<file path="config.mk">
export PLATFORM = sky130hd
export DESIGN_NAME = hazard_unit_seq
export DESIGN_NICKNAME = d
export VERILOG_FILES = /design/src/rtl/hazard_unit_seq.sv
export SDC_FILE = /design/constraint.sdc
export NUM_CORES = 1
export LEC_CHECK = 0
export ABC_AREA = 1
export CAP_MARGIN = 20
export CORE_ASPECT_RATIO = 0.75
export CORE_MARGIN = 5
export CORE_UTILIZATION = 55
export DETAILED_ROUTE_END_ITERATION = 12
export GPL_ROUTABILITY_DRIVEN = 0
export PLACE_DENSITY_LB_ADDON = 0.1
export SLEW_MARGIN = 20
export SYNTH_ARGS = -nofsm -noshare
export SYNTH_HDL_FRONTEND = slang
export SYNTH_SLANG_ARGS = --single-unit
</file>
<file path="constraint.sdc">
create_clock -name clk -period 5.5 [get_ports clk]
set_input_delay 0.55 -clock clk [delete_from_list [all_inputs] [get_ports clk]]
set_output_delay 0.55 -clock clk [all_outputs]
set_load 0.005 [all_outputs]
</file>
<file path="src/rtl/hazard_unit_seq.sv">
// Pipeline hazard unit for the RV32 five-stage core: stall/flush controls, E-stage
// forwarding selects, multi-cycle load-use interlock, D-cache miss freeze, perf counters.
module hazard_unit_seq #(
    parameter int unsigned REG_AW   = 5,
    parameter int unsigned LOAD_LAT = 1,
    parameter bit          FWD_EN   = 1'b1,
    parameter int unsigned CNT_W    = 32
) (
    input  logic              clk,
    input  logic              CpuRst,
    input  logic              ICacheMiss,
    input  logic              DCacheMiss,
    input  logic              BranchE,
    input  logic              JalrE,
    input  logic              JalD,
    input  logic [REG_AW-1:0] Rs1D,
    input  logic [REG_AW-1:0] Rs2D,
    input  logic [1:0]        RegReadD,
    input  logic [REG_AW-1:0] Rs1E,
    input  logic [REG_AW-1:0] Rs2E,
    input  logic [REG_AW-1:0] RdE,
    input  logic [REG_AW-1:0] RdM,
    input  logic [REG_AW-1:0] RdW,
    input  logic [1:0]        RegReadE,
    input  logic              MemToRegE,
    input  logic [2:0]        RegWriteM,
    input  logic [2:0]        RegWriteW,
    input  logic              CntClr,
    output logic              StallF,
    output logic              FlushF,
    output logic              StallD,
    output logic              FlushD,
    output logic              StallE,
    output logic              FlushE,
    output logic              StallM,
    output logic              FlushM,
    output logic              StallW,
    output logic              FlushW,
    output logic [1:0]        Forward1E,
    output logic [1:0]        Forward2E,
    output logic [CNT_W-1:0]  StallCycles,
    output logic [CNT_W-1:0]  FlushEvents
);

    localparam int unsigned LU_W = 2;
    localparam logic [LU_W-1:0] LU_INIT = LU_W'(LOAD_LAT - 1);

    localparam logic [1:0] S_RUN   = 2'd0;
    localparam logic [1:0] S_LU    = 2'd1;
    localparam logic [1:0] S_DMISS = 2'd2;

    logic [1:0]       state;
    logic [1:0]       state_nxt;
    logic [1:0]       eff_state;
    logic [LU_W-1:0]  lu_cnt;
    logic [LU_W-1:0]  lu_cnt_nxt;
    logic             inc_stall;
    logic             inc_flush;
    logic [CNT_W-1:0] stall_cnt;
    logic [CNT_W-1:0] flush_cnt;

    logic m_wr;
    logic w_wr;
    logic e_match;
    logic m_match;
    logic lu_hit;

    assign m_wr = (RegWriteM != 3'd0) && (RdM != '0);
    assign w_wr = (RegWriteW != 3'd0) && (RdW != '0);

    // Forwarding selects: M beats W, x0 never forwards
    always_comb begin
        Forward1E = 2'b00;
        Forward2E = 2'b00;
        if (FWD_EN && !CpuRst) begin
            if (RegReadE[1]) begin
                if (m_wr && (RdM == Rs1E))      Forward1E = 2'b10;
                else if (w_wr && (RdW == Rs1E)) Forward1E = 2'b01;
            end
            if (RegReadE[0]) begin
                if (m_wr && (RdM == Rs2E))      Forward2E = 2'b10;
                else if (w_wr && (RdW == Rs2E)) Forward2E = 2'b01;
            end
        end
    end

    // Without forwarding no E-stage write enable is visible, so a nonzero RdE is treated as a writer
    assign e_match = (RdE != '0) &&
                     ((RegReadD[1] && (Rs1D == RdE)) || (RegReadD[0] && (Rs2D == RdE)));
    assign m_match = m_wr &&
                     ((RegReadD[1] && (Rs1D == RdM)) || (RegReadD[0] && (Rs2D == RdM)));
    assign lu_hit  = (MemToRegE && e_match) || (!FWD_EN && (e_match || m_match));

    always_ff @(posedge clk or posedge CpuRst) begin
        if (CpuRst) begin
            state  <= S_RUN;
            lu_cnt <= '0;
        end else begin
            state  <= state_nxt;
            lu_cnt <= lu_cnt_nxt;
        end
    end

    // Leaving DMISS resumes a pending bubble train in the same cycle the miss drops
    always_comb begin
        eff_state = state;
        if (state == S_DMISS) eff_state = (lu_cnt != '0) ? S_LU : S_RUN;

        state_nxt  = eff_state;
        lu_cnt_nxt = lu_cnt;
        inc_stall  = 1'b0;
        inc_flush  = 1'b0;
        StallF = 1'b0; FlushF = 1'b0;
        StallD = 1'b0; FlushD = 1'b0;
        StallE = 1'b0; FlushE = 1'b0;
        StallM = 1'b0; FlushM = 1'b0;
        StallW = 1'b0; FlushW = 1'b0;

        if (CpuRst) begin
            FlushF = 1'b1; FlushD = 1'b1; FlushE = 1'b1; FlushM = 1'b1; FlushW = 1'b1;
            state_nxt  = S_RUN;
            lu_cnt_nxt = '0;
        end else if (DCacheMiss) begin
            StallF = 1'b1; StallD = 1'b1; StallE = 1'b1; StallM = 1'b1; StallW = 1'b1;
            state_nxt  = S_DMISS;
            lu_cnt_nxt = lu_cnt;
            inc_stall  = 1'b1;
        end else if (BranchE || JalrE) begin
            FlushD     = 1'b1;
            FlushE     = 1'b1;
            state_nxt  = S_RUN;
            lu_cnt_nxt = '0;
            inc_flush  = 1'b1;
        end else if (eff_state == S_LU) begin
            StallF     = 1'b1;
            StallD     = 1'b1;
            FlushE     = 1'b1;
            lu_cnt_nxt = lu_cnt - LU_W'(1);
            state_nxt  = (lu_cnt == LU_W'(1)) ? S_RUN : S_LU;
            inc_stall  = 1'b1;
        end else if (lu_hit) begin
            StallF     = 1'b1;
            StallD     = 1'b1;
            FlushE     = 1'b1;
            lu_cnt_nxt = LU_INIT;
            state_nxt  = (LU_INIT != '0) ? S_LU : S_RUN;
            inc_stall  = 1'b1;
        end else if (JalD) begin
            FlushD    = 1'b1;
            inc_flush = 1'b1;
        end else if (ICacheMiss) begin
            StallF    = 1'b1;
            FlushD    = 1'b1;
            inc_stall = 1'b1;
        end
    end

    // Saturating counters; clear wins over a same-cycle increment
    always_ff @(posedge clk or posedge CpuRst) begin
        if (CpuRst) begin
            stall_cnt <= '0;
            flush_cnt <= '0;
        end else if (CntClr) begin
            stall_cnt <= '0;
            flush_cnt <= '0;
        end else begin
            if (inc_stall && (stall_cnt != '1)) stall_cnt <= stall_cnt + CNT_W'(1);
            if (inc_flush && (flush_cnt != '1)) flush_cnt <= flush_cnt + CNT_W'(1);
        end
    end

    assign StallCycles = stall_cnt;
    assign FlushEvents = flush_cnt;

endmodule

</file>
==> results.toml <==
[synthesis]
synth.top_cell.area_share_pct = 31.24
postSynthNetCount = 886
synthCells = 828
mappedNetlistArea_um2 = 5446
syn_avg_cell_area_um2 = 6.578
synth.ff_latch_count = 68
synthDominantAreaCellType = "sky130_fd_sc_hd__dfrtp_1"
seq_area_frac_synth_pct = 31.24
number_of_enable_type_register_cells_in_the_synthesized_netlist = 0
yosysUniqueCellTypes = 34
yosys_most_used_dff = "sky130_fd_sc_hd__dfrtp_1"
yosysWarningCount = 0
synthArstFlopShare_pct = 100.0
synth_area_leaders = "sky130_fd_sc_hd__dfrtp_1 (31%), sky130_fd_sc_hd__nand2_1 (15%), sky130_fd_sc_hd__nand4_1 (8.7%)"

[placement]
port_buffers = 131
hpwlAfterDp_um = 11990
detailedPlace.worstSlack_ns = 2.198

[drt]
per_cell_via_count_in_the_routed_design = 5.577
route.detailed.drc = 0
wirelength_um = 16690
initialDrtViolationCount = 620
antenna_violating_nets_left = 0
dr.pass1.iters = 5
num_vias = 5984
route.detailed.wl_per_inst_um = 15.56

[pwr]
combinationalPowerShare_pct = 11.1
leakage_nw = 3.543
psw_uw = 317.4
seq_power_share_pct = 38.0
switching_share_pct = 23.86
clk_pwr_share_pct = 50.9
power_density_nw_per_um2 = 187.0
cellInternalPower_mw = 1.013
vdd_drop_max_mv = 0.1443

[critical_path]
classification_of_the_worst_setup_path = "primary input to primary output"
critPathMaxStageDelay_ns = 0.59
start_kind = "primary input"
ff2ff_path_depth = 12
critical-path-top-cell-by-count = "sky130_fd_sc_hd__nand2_1"
critical_path_arrival_ns = 2.80
worstReg2RegEnd = "FlushEvents[22]"
worst_path_max_delay_cell = "sky130_fd_sc_hd__clkdlybuf4s50_1"
regToRegStartpoint = "FlushEvents[0]"
worst_setup_path_startpoint = "RdE[4]"
setup.worst_path.end_class = "primary output"
worst_path_cell_trace = "clkdlybuf4s50_1, inv_1, nand2_1, nand2_1, nor2_1, nand3_1, nand2_1, nand2_1, nand2_1, nand2_1, nand3_2, buf_4, clkdlybuf4s50_1"
timing.reg2reg.setup_slack_ns = 2.77
path_max_fanout = 34
cp_data_required_time_ns = 4.95

[final_layout]
drive_above_1_share_pct = 4.888
finalNetCount = 994
fraction_of_the_core_area_covered_by_cells_at_the_end_of_the_flow_pct = 73.66
insertedDiodeCount = 0
area_growth_syn_to_layout_pct = 30.62

[run]
drv_cap = 0

[cts]
cts-buffers-inserted = 9
cts_tree = "yes"
postCtsSetupBuffers = 0
postCtsHoldBufs = 0
h_tree_lvls = 3
ctsRootBufferMaster = "sky130_fd_sc_hd__clkbuf_16"
path_clk_slew_ns = 0.06
cts.path.max_buffers = 2
worstSkewPairLatency_ns = 0.33
post_cts_resize_count = 0
cts_sinks = 68

[floorplan]
start_util_pct = 56.39
fp.dieArea_um2 = 12010
fp.dieH_um = 96.18
fp.coreArea_um2 = 9658
die_w_um = 124.9
io_pins = 132
core.rowCount = 31

[global_routing]
globalRouteTotalUtil_pct = 27.47
grt_antenna_before_repair = 0
grt_pass1_vias = 5524
grt_start_max_net_pins = 69
gr-total-overflow = 0
grt_first_pass_wirelength_um = 27400

[sta]
final_critical_path_share_of_the_clock_period_pct = 60.93
rsz0062_at_grt = "no"
setup_viol = 0
hold_violations = 0
max-slew-margin-rel_pct = 41.46
final-max-slew-violation-count = 0
timing.clock.skew_ns = 0.009242
setup_tns_ns = 0
finalWorstPathRequiredPeriod_ns = 3.351
post-route-worst-setup-slack_ns = 2.149
max_freq_mhz = 298.4
worst_slew_pin_slew_ns = 0.8781

[worst_hold_path]
min_path_cells = 1
min_path_type = "flop to flop"
worstHoldEndpoint = "lu_cnt[0]"
hold_path.startpoint = "lu_cnt[0]"

[outcome]
outcome = "completed"
cells in the final DEF, fill, tap and decap left out, types with 2 or more instances in the layout:
cell type,count
sky130_fd_sc_hd__nand2_1,224
sky130_fd_sc_hd__clkdlybuf4s50_1,131
sky130_fd_sc_hd__inv_1,101
sky130_fd_sc_hd__nand3_1,89
sky130_fd_sc_hd__nor2_1,80
sky130_fd_sc_hd__nand4_1,76
sky130_fd_sc_hd__dfrtp_1,68
sky130_fd_sc_hd__xor2_1,45
sky130_fd_sc_hd__nor3_1,31
sky130_fd_sc_hd__xnor2_1,25
sky130_fd_sc_hd__inv_2,10
sky130_fd_sc_hd__clkbuf_16,9
sky130_fd_sc_hd__nor2_2,5
sky130_fd_sc_hd__buf_4,5
sky130_fd_sc_hd__o21ai_0,4
sky130_fd_sc_hd__ha_1,4
sky130_fd_sc_hd__or2_2,3
sky130_fd_sc_hd__a21oi_1,3
sky130_fd_sc_hd__bufinv_16,3
sky130_fd_sc_hd__o21ai_1,2
sky130_fd_sc_hd__and3_1,2
sky130_fd_sc_hd__nand3_2,2
sky130_fd_sc_hd__o31ai_1,2
sky130_fd_sc_hd__nor4_1,2
sky130_fd_sc_hd__a2111oi_0,2
sky130_fd_sc_hd__clkinv_4,2
cell type report:
| cell class | instances | area [um^2] |
|---|---|---|
| inverter | 113 | 425.4 |
| clock buffer | 9 | 225.2 |
| sequential | 68 | 1702 |
| clock inverter | 7 | 123.9 |
| timing repair buffer | 136 | 1349 |
| tap | 132 | 165.2 |
| multi-input combinational | 608 | 3124 |
| fill | 787 | 2544 |
per-stage QoR:
| step | instances | area (um^2) | hold slack, ns | power (mW) |
|---|---|---|---|---|
| floorplan | 828 | 5446 | 0.4852 | 0.5913 |
| global route | 1073 | 7114 | 0.5805 | 1.372 |
| finish | 1073 | 7114 | 0.5416 | 1.330 |
| global placement | 1057 | 6765 | 0.5161 | 0.6563 |
| detailed placement | 1057 | 6765 | 0.5318 | 0.6609 |
| CTS | 1073 | 7114 | 0.5394 | 1.341 |
power groups by stage:
stage | clock network, mW | logic (mW) | registers [mW]
floorplan | 0 | 0.0773 | 0.514
global placement | 0 | 0.142 | 0.514
detailed placement | 0 | 0.146 | 0.514
CTS | 0.688 | 0.148 | 0.505
global route | 0.704 | 0.163 | 0.506
finish | 0.677 | 0.148 | 0.506
registers in the layout, indices dropped and copies added (netlist names):
signal       cells
lu_cnt           2
FlushEvents     32
state            2
StallCycles     32
Yosys cell counts (3+ instances only):
library cell and number:
sky130_fd_sc_hd__buf_1 6, sky130_fd_sc_hd__nor2_1 81, sky130_fd_sc_hd__dfrtp_1 68, sky130_fd_sc_hd__inv_2 9, sky130_fd_sc_hd__nor3_1 31, sky130_fd_sc_hd__a21oi_1 3, sky130_fd_sc_hd__inv_1 103, sky130_fd_sc_hd__nand4_1 76
sky130_fd_sc_hd__o21ai_0 4, sky130_fd_sc_hd__nand2_1 224, sky130_fd_sc_hd__buf_4 5, sky130_fd_sc_hd__nor2_2 4, sky130_fd_sc_hd__nand3_1 89, sky130_fd_sc_hd__buf_2 9, sky130_fd_sc_hd__clkbuf_1 16, sky130_fd_sc_hd__ha_1 4
sky130_fd_sc_hd__buf_6 3, sky130_fd_sc_hd__xnor2_1 25, sky130_fd_sc_hd__or2_2 3, sky130_fd_sc_hd__xor2_1 45
cells by family (layout without fill, tap and decap cells):
kind of cell	after synthesis	in the layout	share of synthesized area, %
AO/OA/AOI/OAI	17	17	2.022
buffers and inverters	152	265	11.44
AND/OR/NAND/NOR	517	517	43.12
XOR/XNOR	70	70	11.26
flip-flops	68	68	31.24
adder cells (fa/ha/maj)	4	4	0.9189
per-layer routing:
metal	vias up	GRT usage, %	part of all wire, %
li1	2889	-	-
met1	2740	39.39	45
met2	320	42.94	43
met3	35	7.155	11
met4	0	4.152	1.1
met5	-	0	0
worst max-delay path by stage:
stage	cells after the start	to
global placement	13	StallF
floorplan	6	StallF
global route	13	StallF
CTS	13	StallF
detailed placement	13	StallF
finish	13	StallF
critical path, delay by kind of cell:
| family | cells | cell delay (ns) |
|---|---|---|
| buf+inv | 4 | 1.53 |
| simple gates | 9 | 0.69 |
No activity file was read; power rests on OpenSTA's default activity.
